===== config.mk =====
export PLATFORM = sky130hd
export DESIGN_NAME = pipe_hazard_ctrl_flat
export DESIGN_NICKNAME = d
export VERILOG_FILES = /design/src/rtl/pipe_hazard_ctrl_if.sv /design/src/rtl/pipe_hazard_ctrl.sv /design/src/flat_wrapper.sv
export SDC_FILE = /design/constraint.sdc
export NUM_CORES = 1
export LEC_CHECK = 0
export BUFFER_PORTS_ARGS = -buffer_cell sky130_fd_sc_hd__buf_2
export CELL_PAD_IN_SITES_DETAIL_PLACEMENT = 0
export CELL_PAD_IN_SITES_GLOBAL_PLACEMENT = 1
export CORE_ASPECT_RATIO = 1.1
export CORE_MARGIN = 2
export CORE_UTILIZATION = 20
export CTS_BUF_LIST = sky130_fd_sc_hd__clkbuf_4 sky130_fd_sc_hd__clkbuf_8
export CTS_CLUSTER_DIAMETER = 200
export DETAILED_ROUTE_END_ITERATION = 6
export GPL_TIMING_DRIVEN = 0
export HOLD_SLACK_MARGIN = 0.15
export PLACE_DENSITY = 0.87
export SYNTH_ARGS = -nofsm -noshare
export SYNTH_HDL_FRONTEND = slang
export SYNTH_SLANG_ARGS = --single-unit

===== constraint.sdc =====
create_clock -name clk -period 1 [get_ports clk]
set_input_delay 0 -clock clk [delete_from_list [all_inputs] [get_ports clk]]
set_output_delay 0 -clock clk [all_outputs]
set_load 0.02 [all_outputs]

===== src/rtl/pipe_hazard_ctrl_if.sv =====
// Signal bundle between the D/X hazard controller and the pipeline registers.
// The master modport is the hazard controller, and the slave modport is the pipeline/proc top side.
interface pipe_hazard_ctrl_if #(
  parameter int CNT_W = 16
);
  // No valid/ready handshake here. *_valid only qualifies its register specifier in the same cycle.
  // Each en/flush output is a level for the current cycle; a register loads at the next edge when en=1.
  logic [2:0]       d_rs;
  logic             d_rs_valid;
  logic [2:0]       d_rt;
  logic             d_rt_valid;
  logic             x_rf_writeEn;
  logic [2:0]       x_rf_sel;
  logic             x_is_load;
  logic             x_branch_taken;
  logic             x_halt;
  logic             mem_stall;
  logic             pc_en;
  logic             fd_en;
  logic             fd_flush;
  logic             dx_en;
  logic             dx_flush;
  logic             xm_en;
  logic             mw_en;
  logic             halted;
  logic [CNT_W-1:0] stall_cnt;
  logic [CNT_W-1:0] flush_cnt;
  logic [1:0]       fsm_state;

  modport master (
    input  d_rs, d_rs_valid, d_rt, d_rt_valid, x_rf_writeEn, x_rf_sel,
           x_is_load, x_branch_taken, x_halt, mem_stall,
    output pc_en, fd_en, fd_flush, dx_en, dx_flush, xm_en, mw_en, halted,
           stall_cnt, flush_cnt, fsm_state
  );

  modport slave (
    output d_rs, d_rs_valid, d_rt, d_rt_valid, x_rf_writeEn, x_rf_sel,
           x_is_load, x_branch_taken, x_halt, mem_stall,
    input  pc_en, fd_en, fd_flush, dx_en, dx_flush, xm_en, mw_en, halted,
           stall_cnt, flush_cnt, fsm_state
  );
endinterface


===== src/rtl/pipe_hazard_ctrl.sv =====
// Pipeline hazard control: load-use stall, branch squash, memory freeze and halt drain.
// Optional saturating perf counters are built only when HAZARD_PERF_CNT_EN is defined.
module pipe_hazard_ctrl #(
  parameter int DRAIN_CYCLES = 2,
  parameter int CNT_W        = 16
) (
  input logic                clk,
  input logic                rst,
  pipe_hazard_ctrl_if.master bus
);
  localparam int DW = (DRAIN_CYCLES < 1) ? 1 : $clog2(DRAIN_CYCLES + 1);

  typedef enum logic [1:0] {
    RUN    = 2'd0,
    DRAIN  = 2'd1,
    HALTED = 2'd2
  } state_t;

  state_t        state_q, state_d;
  logic [DW-1:0] drain_q, drain_d;
  logic          load_use;

  assign load_use = bus.x_is_load & bus.x_rf_writeEn &
                    ((bus.d_rs_valid & (bus.d_rs == bus.x_rf_sel)) |
                     (bus.d_rt_valid & (bus.d_rt == bus.x_rf_sel)));

  assign bus.fsm_state = state_q;

  always_ff @(posedge clk or negedge rst) begin
    if (!rst) begin
      state_q <= RUN;
      drain_q <= '0;
    end else begin
      state_q <= state_d;
      drain_q <= drain_d;
    end
  end

  always_comb begin
    state_d      = state_q;
    drain_d      = drain_q;
    bus.pc_en    = 1'b0;
    bus.fd_en    = 1'b0;
    bus.fd_flush = 1'b0;
    bus.dx_en    = 1'b0;
    bus.dx_flush = 1'b0;
    bus.xm_en    = 1'b0;
    bus.mw_en    = 1'b0;
    bus.halted   = 1'b0;
    if (!rst) begin
      // While reset is held, both the F/D and D/X stages load NOPs.
      bus.fd_flush = 1'b1;
      bus.dx_flush = 1'b1;
    end else begin
      case (state_q)
        RUN: begin
          if (!bus.mem_stall) begin
            if (bus.x_halt) begin
              bus.fd_en    = 1'b1;
              bus.fd_flush = 1'b1;
              bus.dx_en    = 1'b1;
              bus.dx_flush = 1'b1;
              bus.xm_en    = 1'b1;
              bus.mw_en    = 1'b1;
              state_d      = DRAIN;
              drain_d      = DW'(DRAIN_CYCLES);
            end else if (bus.x_branch_taken) begin
              bus.pc_en    = 1'b1;
              bus.fd_en    = 1'b1;
              bus.fd_flush = 1'b1;
              bus.dx_en    = 1'b1;
              bus.dx_flush = 1'b1;
              bus.xm_en    = 1'b1;
              bus.mw_en    = 1'b1;
            end else if (load_use) begin
              // PC and F/D hold. A bubble enters X, so x_is_load drops next cycle.
              bus.dx_en    = 1'b1;
              bus.dx_flush = 1'b1;
              bus.xm_en    = 1'b1;
              bus.mw_en    = 1'b1;
            end else begin
              bus.pc_en    = 1'b1;
              bus.fd_en    = 1'b1;
              bus.dx_en    = 1'b1;
              bus.xm_en    = 1'b1;
              bus.mw_en    = 1'b1;
            end
          end
        end
        DRAIN: begin
          if (!bus.mem_stall) begin
            bus.fd_en    = 1'b1;
            bus.fd_flush = 1'b1;
            bus.dx_en    = 1'b1;
            bus.dx_flush = 1'b1;
            bus.xm_en    = 1'b1;
            bus.mw_en    = 1'b1;
            if (drain_q <= DW'(1)) begin
              state_d = HALTED;
              drain_d = '0;
            end else begin
              drain_d = drain_q - 1'b1;
            end
          end
        end
        HALTED: bus.halted = 1'b1;
        default: state_d = RUN;
      endcase
    end
  end

`ifdef HAZARD_PERF_CNT_EN
  logic             stall_evt, flush_evt;
  logic [CNT_W-1:0] stall_q, flush_q;

  assign stall_evt = (state_q == RUN) & ~bus.mem_stall & ~bus.x_halt &
                     ~bus.x_branch_taken & load_use;
  assign flush_evt = (state_q == RUN) & ~bus.mem_stall & ~bus.x_halt &
                     bus.x_branch_taken;

  always_ff @(posedge clk or negedge rst) begin
    if (!rst) begin
      stall_q <= '0;
      flush_q <= '0;
    end else begin
      if (stall_evt && (stall_q != '1)) stall_q <= stall_q + 1'b1;
      if (flush_evt && (flush_q != '1)) flush_q <= flush_q + 1'b1;
    end
  end

  assign bus.stall_cnt = stall_q;
  assign bus.flush_cnt = flush_q;
`else
  assign bus.stall_cnt = '0;
  assign bus.flush_cnt = '0;
`endif
endmodule


===== src/flat_wrapper.sv =====
// flat-port wrapper written by rule: the top's interface ports become plain ports
module pipe_hazard_ctrl_flat 
#(
  parameter int DRAIN_CYCLES = 2,
  parameter int CNT_W        = 16
)
  (clk, rst, bus_d_rs, bus_d_rs_valid, bus_d_rt, bus_d_rt_valid, bus_x_rf_writeEn, bus_x_rf_sel, bus_x_is_load, bus_x_branch_taken, bus_x_halt, bus_mem_stall, bus_pc_en, bus_fd_en, bus_fd_flush, bus_dx_en, bus_dx_flush, bus_xm_en, bus_mw_en, bus_halted, bus_stall_cnt, bus_flush_cnt, bus_fsm_state);
  pipe_hazard_ctrl_if #(.CNT_W(CNT_W)) bus_i ();
  input logic clk;
  input logic rst;
  input wire logic [$bits(bus_i.d_rs)-1:0] bus_d_rs;
  input wire logic [$bits(bus_i.d_rs_valid)-1:0] bus_d_rs_valid;
  input wire logic [$bits(bus_i.d_rt)-1:0] bus_d_rt;
  input wire logic [$bits(bus_i.d_rt_valid)-1:0] bus_d_rt_valid;
  input wire logic [$bits(bus_i.x_rf_writeEn)-1:0] bus_x_rf_writeEn;
  input wire logic [$bits(bus_i.x_rf_sel)-1:0] bus_x_rf_sel;
  input wire logic [$bits(bus_i.x_is_load)-1:0] bus_x_is_load;
  input wire logic [$bits(bus_i.x_branch_taken)-1:0] bus_x_branch_taken;
  input wire logic [$bits(bus_i.x_halt)-1:0] bus_x_halt;
  input wire logic [$bits(bus_i.mem_stall)-1:0] bus_mem_stall;
  output wire logic [$bits(bus_i.pc_en)-1:0] bus_pc_en;
  output wire logic [$bits(bus_i.fd_en)-1:0] bus_fd_en;
  output wire logic [$bits(bus_i.fd_flush)-1:0] bus_fd_flush;
  output wire logic [$bits(bus_i.dx_en)-1:0] bus_dx_en;
  output wire logic [$bits(bus_i.dx_flush)-1:0] bus_dx_flush;
  output wire logic [$bits(bus_i.xm_en)-1:0] bus_xm_en;
  output wire logic [$bits(bus_i.mw_en)-1:0] bus_mw_en;
  output wire logic [$bits(bus_i.halted)-1:0] bus_halted;
  output wire logic [$bits(bus_i.stall_cnt)-1:0] bus_stall_cnt;
  output wire logic [$bits(bus_i.flush_cnt)-1:0] bus_flush_cnt;
  output wire logic [$bits(bus_i.fsm_state)-1:0] bus_fsm_state;
  assign bus_i.d_rs = bus_d_rs;
  assign bus_i.d_rs_valid = bus_d_rs_valid;
  assign bus_i.d_rt = bus_d_rt;
  assign bus_i.d_rt_valid = bus_d_rt_valid;
  assign bus_i.x_rf_writeEn = bus_x_rf_writeEn;
  assign bus_i.x_rf_sel = bus_x_rf_sel;
  assign bus_i.x_is_load = bus_x_is_load;
  assign bus_i.x_branch_taken = bus_x_branch_taken;
  assign bus_i.x_halt = bus_x_halt;
  assign bus_i.mem_stall = bus_mem_stall;
  assign bus_pc_en = bus_i.pc_en;
  assign bus_fd_en = bus_i.fd_en;
  assign bus_fd_flush = bus_i.fd_flush;
  assign bus_dx_en = bus_i.dx_en;
  assign bus_dx_flush = bus_i.dx_flush;
  assign bus_xm_en = bus_i.xm_en;
  assign bus_mw_en = bus_i.mw_en;
  assign bus_halted = bus_i.halted;
  assign bus_stall_cnt = bus_i.stall_cnt;
  assign bus_flush_cnt = bus_i.flush_cnt;
  assign bus_fsm_state = bus_i.fsm_state;
  pipe_hazard_ctrl #(.DRAIN_CYCLES(DRAIN_CYCLES), .CNT_W(CNT_W)) u_core (.clk(clk), .rst(rst), .bus(bus_i));
endmodule

==> summary.md, run 1 <==
| Metric | Value |
|---|---|
| IO Pins | 60 |
| Hold_ws | about 0.18 ns |
| Layout Cells excl Fill | about 190 |
| Initial drt markers | 16 |
| WL per Instance | 7.88 um |
| M3 GR Usage | 0.0213 |
| Ys flop type | dfrtp_1 |
| CP Capture Type | output port |
| Most Crowded Layer GR | met2 |
| Input/output buffers | 27 |
| Number of routed nets with antenna violations | 0 |
| Final hold vios | 0 |
| Initial Util | 0.213 |
| Post-DP HPWL | between 1000 and 1500 um |
| Worst-path clk slew | ~0.040 ns |
| Register bit total from synthesis | 4 |
| Max Clock Freq | 0.772 GHz |
| Fin area | about 0.0011 mm^2 |
| Worst hold endpoint | u_core.drain_q[0] |
| FP Rows | 20 |
| Seq/Total Area, Yosys | 0.169 |
| DRT Wirelength | 1460 um |
| Critical path's slowest cell | dfrtp_2 |
| Die Height | between 60 and 70 um |
| Post-DP Area | 915 um^2 |
| RSZ-0062 raised after global routing | yes |
| # clock sinks | 4 |
| Buf/Inv on CP | 1 |
| Startpoint types | flop |
| Total track usage | 0.0820 |
| Vias in the first global route | 504 |
| PD cells | approximately 1500 mW/mm^2 |
| Leak | around 0.00064 uW |
| Die W | ~56 um |
| Post-layout util | 0.407 |
| First-pass GRT wire length | about 2100 um |
| Final worst clock skew | roughly 0.005 ns |
| FF-to-FF path depth | 6 |
| Synth Warn # | 0 |
| Worst path cell trace | o31ai_2 -> nand2_1 -> a41o_1 -> buf_6 |
| Avg Inst Size Synth | approximately 7.6 um^2 |
| Reg2Reg Capture Point | u_core.bus.fsm_state[0] |
| Run status | finished, violations left |
| Number of max-cap violations | 0 |
| Minimum clock period | around 1.3 ns |
| Ant diodes | 0 |
| H-Tree Depth | 1 |
| Placed Cells | between 150 and 200 |
| Max FO, Critical Path | 3 |
| DR DRC count | 0 |
| Mapped Area | 591 um^2 |
| Final net count | 172 |
| Hold path cells | 4 |
| Core Area | ~0.0028 mm^2 |
| Mapped Cells | between 70 and 80 |
| Post-synth EDFFs | 0 |
| DR vias/cell | ~3.5 |
| Async SR Flop Fraction | 1.00 |
| Crit share post-route | 1.30 |
| Largest net degree at the start of global routing | 10 |
| Failing checks | setup timing |
| Vias post-DR | between 600 and 700 |
| Hold_sp | bus_x_halt |
| Max IR drop VDD | 0.00105 V |
| Clock tree buffer depth | 2 |
| Setup WS post-layout | -0.295 ns |
| Skew-Pair Late Insertion Delay | between 0.2 and 0.25 ns |
| Initial antenna violation count | 0 |
| Die Area | 0.00340 mm^2 |
| Largest stage delay, worst path | 0.43 ns |
| Place WS | -0.118 ns |
| Syn-to-layout area delta | 91.3% |
| Synth cell types | 20 |
| Placer Congestion | roughly 0.67 |
| Cell family with most CP delay | flip-flops |
| Critical path data required time | 1.00 ns |
| Slew Limit Fails | 0 |
| CTS root buf | clkbuf_4 |
| FF-to-FF setup slack | -0.16 ns |
| M2 GR Usage | 0.117 |
| R2r startpoint | u_core.bus.fsm_state[0] |
| Final setup vio count | 13 |
| Layout cell share with drive strength beyond 1 | 0.572 |
| Grt total ovfl | 0 |
| Setup CP Type | reg2out |
| GR Layer Usage met1 | 0.107 |
| Hold crit path type | in2reg |
| WP data arrival | between 1 and 1.5 ns |
| DR pass1 iterations | 4 |
| CTS tree | built |
| Cts bufs inserted | 3 |
-- cells by family after synthesis --
kind of cell | count (synthesis) | synth area share
XOR/XNOR | 6 | 0.0890
AND/OR/NAND/NOR | 17 | 0.144
AO/OA/AOI/OAI | 12 | 0.131
other | 1 | 0.00635
flip-flops | 4 | 0.169
buffers and inverters | 38 | 0.460
-- cells in the mapped netlist, types with 2 or more instances --
cell type   n  share of area
inv_1       3          0.019
nor2_1      4          0.025
o31ai_1     2          0.025
nand2_1     6          0.038
a31oi_1     2          0.021
nand3_1     2          0.017
nand4_1     2          0.021
buf_4      34           0.43
xnor2_1     6          0.089
o21ai_0     4          0.034
dfrtp_1     4           0.17
-- final cells by class --
class	count	area, um^2
buffer	35	268
clock buffer	3	22.5
fill	286	1650
inverter	3	16.3
multi-input combinational	67	378
sequential	4	103
tap	33	41.3
timing repair buffer	40	302
-- through the flow --
| stage | total power [uW] | setup TNS (ns) |
|---|---|---|
| floorplan | 918 | -0.347 |
| global placement | 1100 | -0.539 |
| detailed placement | 1100 | -0.577 |
| CTS | 1550 | -2.17 |
| global route | 1800 | -3.16 |
| finish | 1690 | -2.38 |
-- timing repair --
action / 4_1_cts / 5_1_grt
gates resized for setup: 20 / 10
hold buffers: 3 / 0
endpoints found under the setup margin: 11 / 13
hold endpoints to repair: 6 / 0
setup buffers: 7 / 4
pin swaps: 3 / 2
-- where the power goes --
part	total [uW]	switching (uW)	internal [uW]
Combinational	1140	565	575
Clock	209	73.8	135
Sequential	342	96.8	245
-- state kept, by name (all words and copies together) (netlist names) --
| signal | cells |
|---|---|
| u_core.bus.fsm_state | 2 |
| u_core.drain_q | 2 |
-- tightest hold or removal path, stage by stage --
cell and delay, ns:
buf_2 0.11, nor2_2 0.07, o21ai_1 0.13, o31ai_1 0.07
-- how the worst max path moves through the flow --
stage	cells past startpoint	slack (ns)	from	endpoint
2_1_floorplan	3	-0.17	u_core.bus.fsm_state[0]	bus_dx_flush
3_3_place_gp	4	-0.10	u_core.bus.fsm_state[0]	bus_pc_en
3_5_place_dp	3	-0.12	u_core.bus.fsm_state[1]	u_core.drain_q[0]
4_1_cts	4	-0.31	u_core.bus.fsm_state[0]	bus_dx_flush
5_1_grt	4	-0.35	u_core.bus.fsm_state[0]	bus_dx_flush
6_report	4	-0.30	u_core.bus.fsm_state[0]	bus_dx_flush
-- placed cells by master (no fill, tap or decap), drive strengths merged --
| cell | count |
|---|---|
| nand3b | 1 |
| o21ai | 4 |
| conb | 32 |
| inv | 3 |
| nor2 | 5 |
| dlygate4sd3 | 3 |
| nand3 | 2 |
| o22ai | 1 |
| a41o | 1 |
| dfrtp | 4 |
| a31oi | 2 |
| nand2 | 6 |
| a41oi | 1 |
| and3 | 1 |
| xnor2 | 6 |
| clkbuf | 3 |
| nand4 | 2 |
| a21oi | 1 |
| buf | 72 |
| o31ai | 2 |
-- metal layers --
layer  vias to the layer above  routed length, um
met2                        41                664
met4                         0                 10
li1                        349                  -
met1                       258                606
met3                         2                177
met5                         -                  0
Power figures use the tool's default switching activity.
==> run 2, diff against run 1 <==
--- a/config.mk
+++ b/config.mk
@@ -6,12 +6,13 @@
 export NUM_CORES = 1
 export LEC_CHECK = 0
 export BUFFER_PORTS_ARGS = -buffer_cell sky130_fd_sc_hd__buf_2
+export CAP_MARGIN = 20
 export CELL_PAD_IN_SITES_DETAIL_PLACEMENT = 0
 export CELL_PAD_IN_SITES_GLOBAL_PLACEMENT = 1
 export CORE_ASPECT_RATIO = 1.1
 export CORE_MARGIN = 2
 export CORE_UTILIZATION = 20
-export CTS_BUF_LIST = sky130_fd_sc_hd__clkbuf_4 sky130_fd_sc_hd__clkbuf_8
+export CTS_BUF_LIST = sky130_fd_sc_hd__clkbuf_8
 export CTS_CLUSTER_DIAMETER = 200
 export DETAILED_ROUTE_END_ITERATION = 6
 export GPL_TIMING_DRIVEN = 0
==> run 2 against run 1 <==
Critical endpoint unchanged. Combinational power hardly changed. Non-clock buffer count down 2. Cell area decreased by 0.11%. Count of clock-buffer cells in the layout unchanged. The run still ends with setup timing left. Via count decreased by 2.2%. Global-route usage is 0.14 points lower. Largest power group unchanged. Critical path type unchanged. Largest cell class unchanged. Routed wire length fell by 3.8%.
==> summary.md, run 2 (synthesis gave the netlist of run 1 again) <==
| Metric | Value |
|---|---|
| Startpoint types | flop (unchanged) |
| DR DRC count | 0 (unchanged) |
| FF-to-FF path depth | 6 (unchanged) |
| CP Capture Point | bus_dx_flush (unchanged) |
| Max FO, Critical Path | 3 (unchanged) |
| Minimum clock period | 1.27 ns (was 1.30 ns) |
| H-Tree Depth | 1 (unchanged) |
| Clock network power share | 0.191 (was 0.123) |
| Final worst clock skew | 0.00267 ns (was 0.00497 ns) |
| Number of max-cap violations | 0 (unchanged) |
| Critical path data required time | 1.00 ns (about the same) |
| Net Switching | 743 uW (was 736 uW) |
| Commonest non-fill, non-tap cells in the layout | buf_4 (39), conb_1 (32), buf_2 (20) (unchanged) |
| Ant diodes | 0 (unchanged) |
| Initial Util | 0.213 (unchanged) |
| Skew-Pair Late Insertion Delay | 0.22 ns (was 0.24 ns) |
| WP data arrival | 1.27 ns (was 1.30 ns) |
| Input/output buffers | 27 (unchanged) |
| First-pass GRT wire length | 2030 um (was 2100 um) |
| Hold crit path type | in2reg (unchanged) |
| DR pass1 iterations | 4 (unchanged) |
| Post-DP HPWL | 1020 um (unchanged) |
| CTS tree | built (unchanged) |
| Met3 WL post-DR | 177 um (unchanged) |
| Setup CP Type | reg2out (unchanged) |
| Slew Limit Fails | 0 (unchanged) |
| Vias in the first global route | 480 (was 504) |
| IO Pins | 60 (unchanged) |
| Failing checks | setup timing (unchanged) |
| Max IR drop VDD | 0.00115 V (was 0.00105 V) |
| Switching share of power | 0.409 (was 0.435) |
| Core Area | 0.00278 mm^2 (unchanged) |
| Commonest non-fill, non-tap cell in the layout | buf_4 (unchanged) |
| Crit share post-route | 1.27 (was 1.30) |
| Max Used Layer | met4 (unchanged) |
| Vias post-DR | 636 (was 650) |
| # clock sinks | 4 (unchanged) |
| Setup WS post-layout | -0.271 ns (was -0.295 ns) |
| Total track usage | 0.0807 (was 0.0820) |
| Cts bufs inserted | 3 (unchanged) |
| Placer Congestion | 0.668 (unchanged) |
| Initial drt markers | 13 (was 16) |
| Number of routed nets with antenna violations | 0 (unchanged) |
| Sum Neg Setup Slack | -2.15 ns (was -2.38 ns) |
| Post-layout util | 0.406 (was 0.407) |
| FP Rows | 20 (unchanged) |
| Flop pwr share | 0.187 (was 0.202) |
| Worst-path clk slew | 0.03 ns (was 0.04 ns) |
| Final net count | 170 (was 172) |
| Die W | 55.8 um (unchanged) |
| Leak | 0.000640 uW (was 0.000641 uW) |
| Run status | finished, violations left (unchanged) |
| DRT Wirelength | 1400 um (was 1460 um) |
| Max Clock Freq | 0.787 GHz (was 0.772 GHz) |
| CP startpoint | u_core.bus.fsm_state[0] (unchanged) |
| Largest net degree at the start of global routing | 10 (unchanged) |
| M1 WL | 586 um (was 606 um) |
| FF-to-FF setup slack | -0.16 ns (about the same) |
| PD cells | 1610 mW/mm^2 (was 1500 mW/mm^2) |
| RSZ-0062 raised after global routing | yes (unchanged) |
| CTS root buf | clkbuf_8 (was clkbuf_4) |
| Final hold vios | 0 (unchanged) |
| Placed Cells | 169 (unchanged) |
| CP Capture Type | output port (unchanged) |
| Initial antenna violation count | 0 (unchanged) |
| Metal2 WL | 606 um (was 664 um) |
| Clock tree buffer depth | 2 (unchanged) |
| Grt total ovfl | 0 (unchanged) |
| Combinational power share | 0.622 (was 0.674) |
| Cell-internal power | 1070 uW (was 955 uW) |
| Syn-to-layout area delta | 91.1% (was 91.3%) |
| Final setup vio count | 13 (unchanged) |
| Die Height | 61.0 um (unchanged) |
| DR vias/cell | 3.48 (was 3.51) |
| Layout filler cell count | 282 (was 286) |
| Layout Cells excl Fill | 183 (was 185) |
| Die Area | 0.00340 mm^2 (unchanged) |
| WL per Instance | 7.66 um (was 7.88 um) |
| Reg2Reg Capture Point | u_core.bus.fsm_state[0] (unchanged) |
| Layout cell share with drive strength beyond 1 | 0.580 (was 0.572) |
| R2r startpoint | u_core.bus.fsm_state[0] (unchanged) |
run 2: per-stage QoR:
step / total power (uW) / worst slack (ns) / instance area [um^2] / hold WS, ns
floorplan: 918 / -0.170 / 738 / -0.296
global placement: 1100 / -0.101 / 915 / -0.187
detailed placement: 1100 / -0.118 / 915 / -0.186
CTS: 1690 / -0.286 / 1080 / 0.152
global route: 1920 / -0.323 / 1130 / 0.178
finish: 1810 / -0.271 / 1130 / 0.154
run 2: worst max-delay path: stages (launching register included):
cell and delay (ns):
dfrtp_2 0.42, o31ai_2 0.18, nand2_1 0.10, a41o_1 0.22, buf_6 0.13
run 2: final cells by class:
class | count | area (um^2) | area share
Multi-Input combinational cell | 67 | 378 | 0.335
Timing Repair Buffer | 38 | 282 | 0.249
Buffer | 35 | 268 | 0.237
Sequential cell | 4 | 103 | 0.0909
Clock buffer | 3 | 41.3 | 0.0366
Tap cell | 33 | 41.3 | 0.0366
Inverter | 3 | 16.3 | 0.0144
run 2: timing repair:
action                                  CTS  global route
setup buffers                             7             4
pin swaps                                 3             1
endpoints found under the setup margin   11            13
gates resized for setup                  20            10
hold buffers                              1             0
endpoints found under the hold margin     4             0
run 2: per-layer routing:
layer	vias to the layer above	global-route usage
li1	343	-
met1	244	0.108
met2	44	0.105
met3	5	0.0277
met4	0	0.0612
met5	-	0
run 2: how the worst min path moves through the flow:
stage / from / cells after the start / to
floorplan: rst / 0 / u_core.bus.fsm_state[0]
global placement: rst / 1 / u_core.drain_q[0]
detailed placement: rst / 1 / u_core.drain_q[1]
CTS: bus_x_halt / 3 / u_core.drain_q[1]
global route: rst / 2 / u_core.drain_q[0]
finish: bus_x_halt / 3 / u_core.drain_q[1]
run 2: power by group through the flow:
stage               combinational [uW]  clock [uW]  sequential, uW
floorplan                          544           0             374
global placement                   738           0             357
detailed placement                 746           0             354
CTS                               1000         357             329
global route                      1200         369             349
finish                            1130         347             339
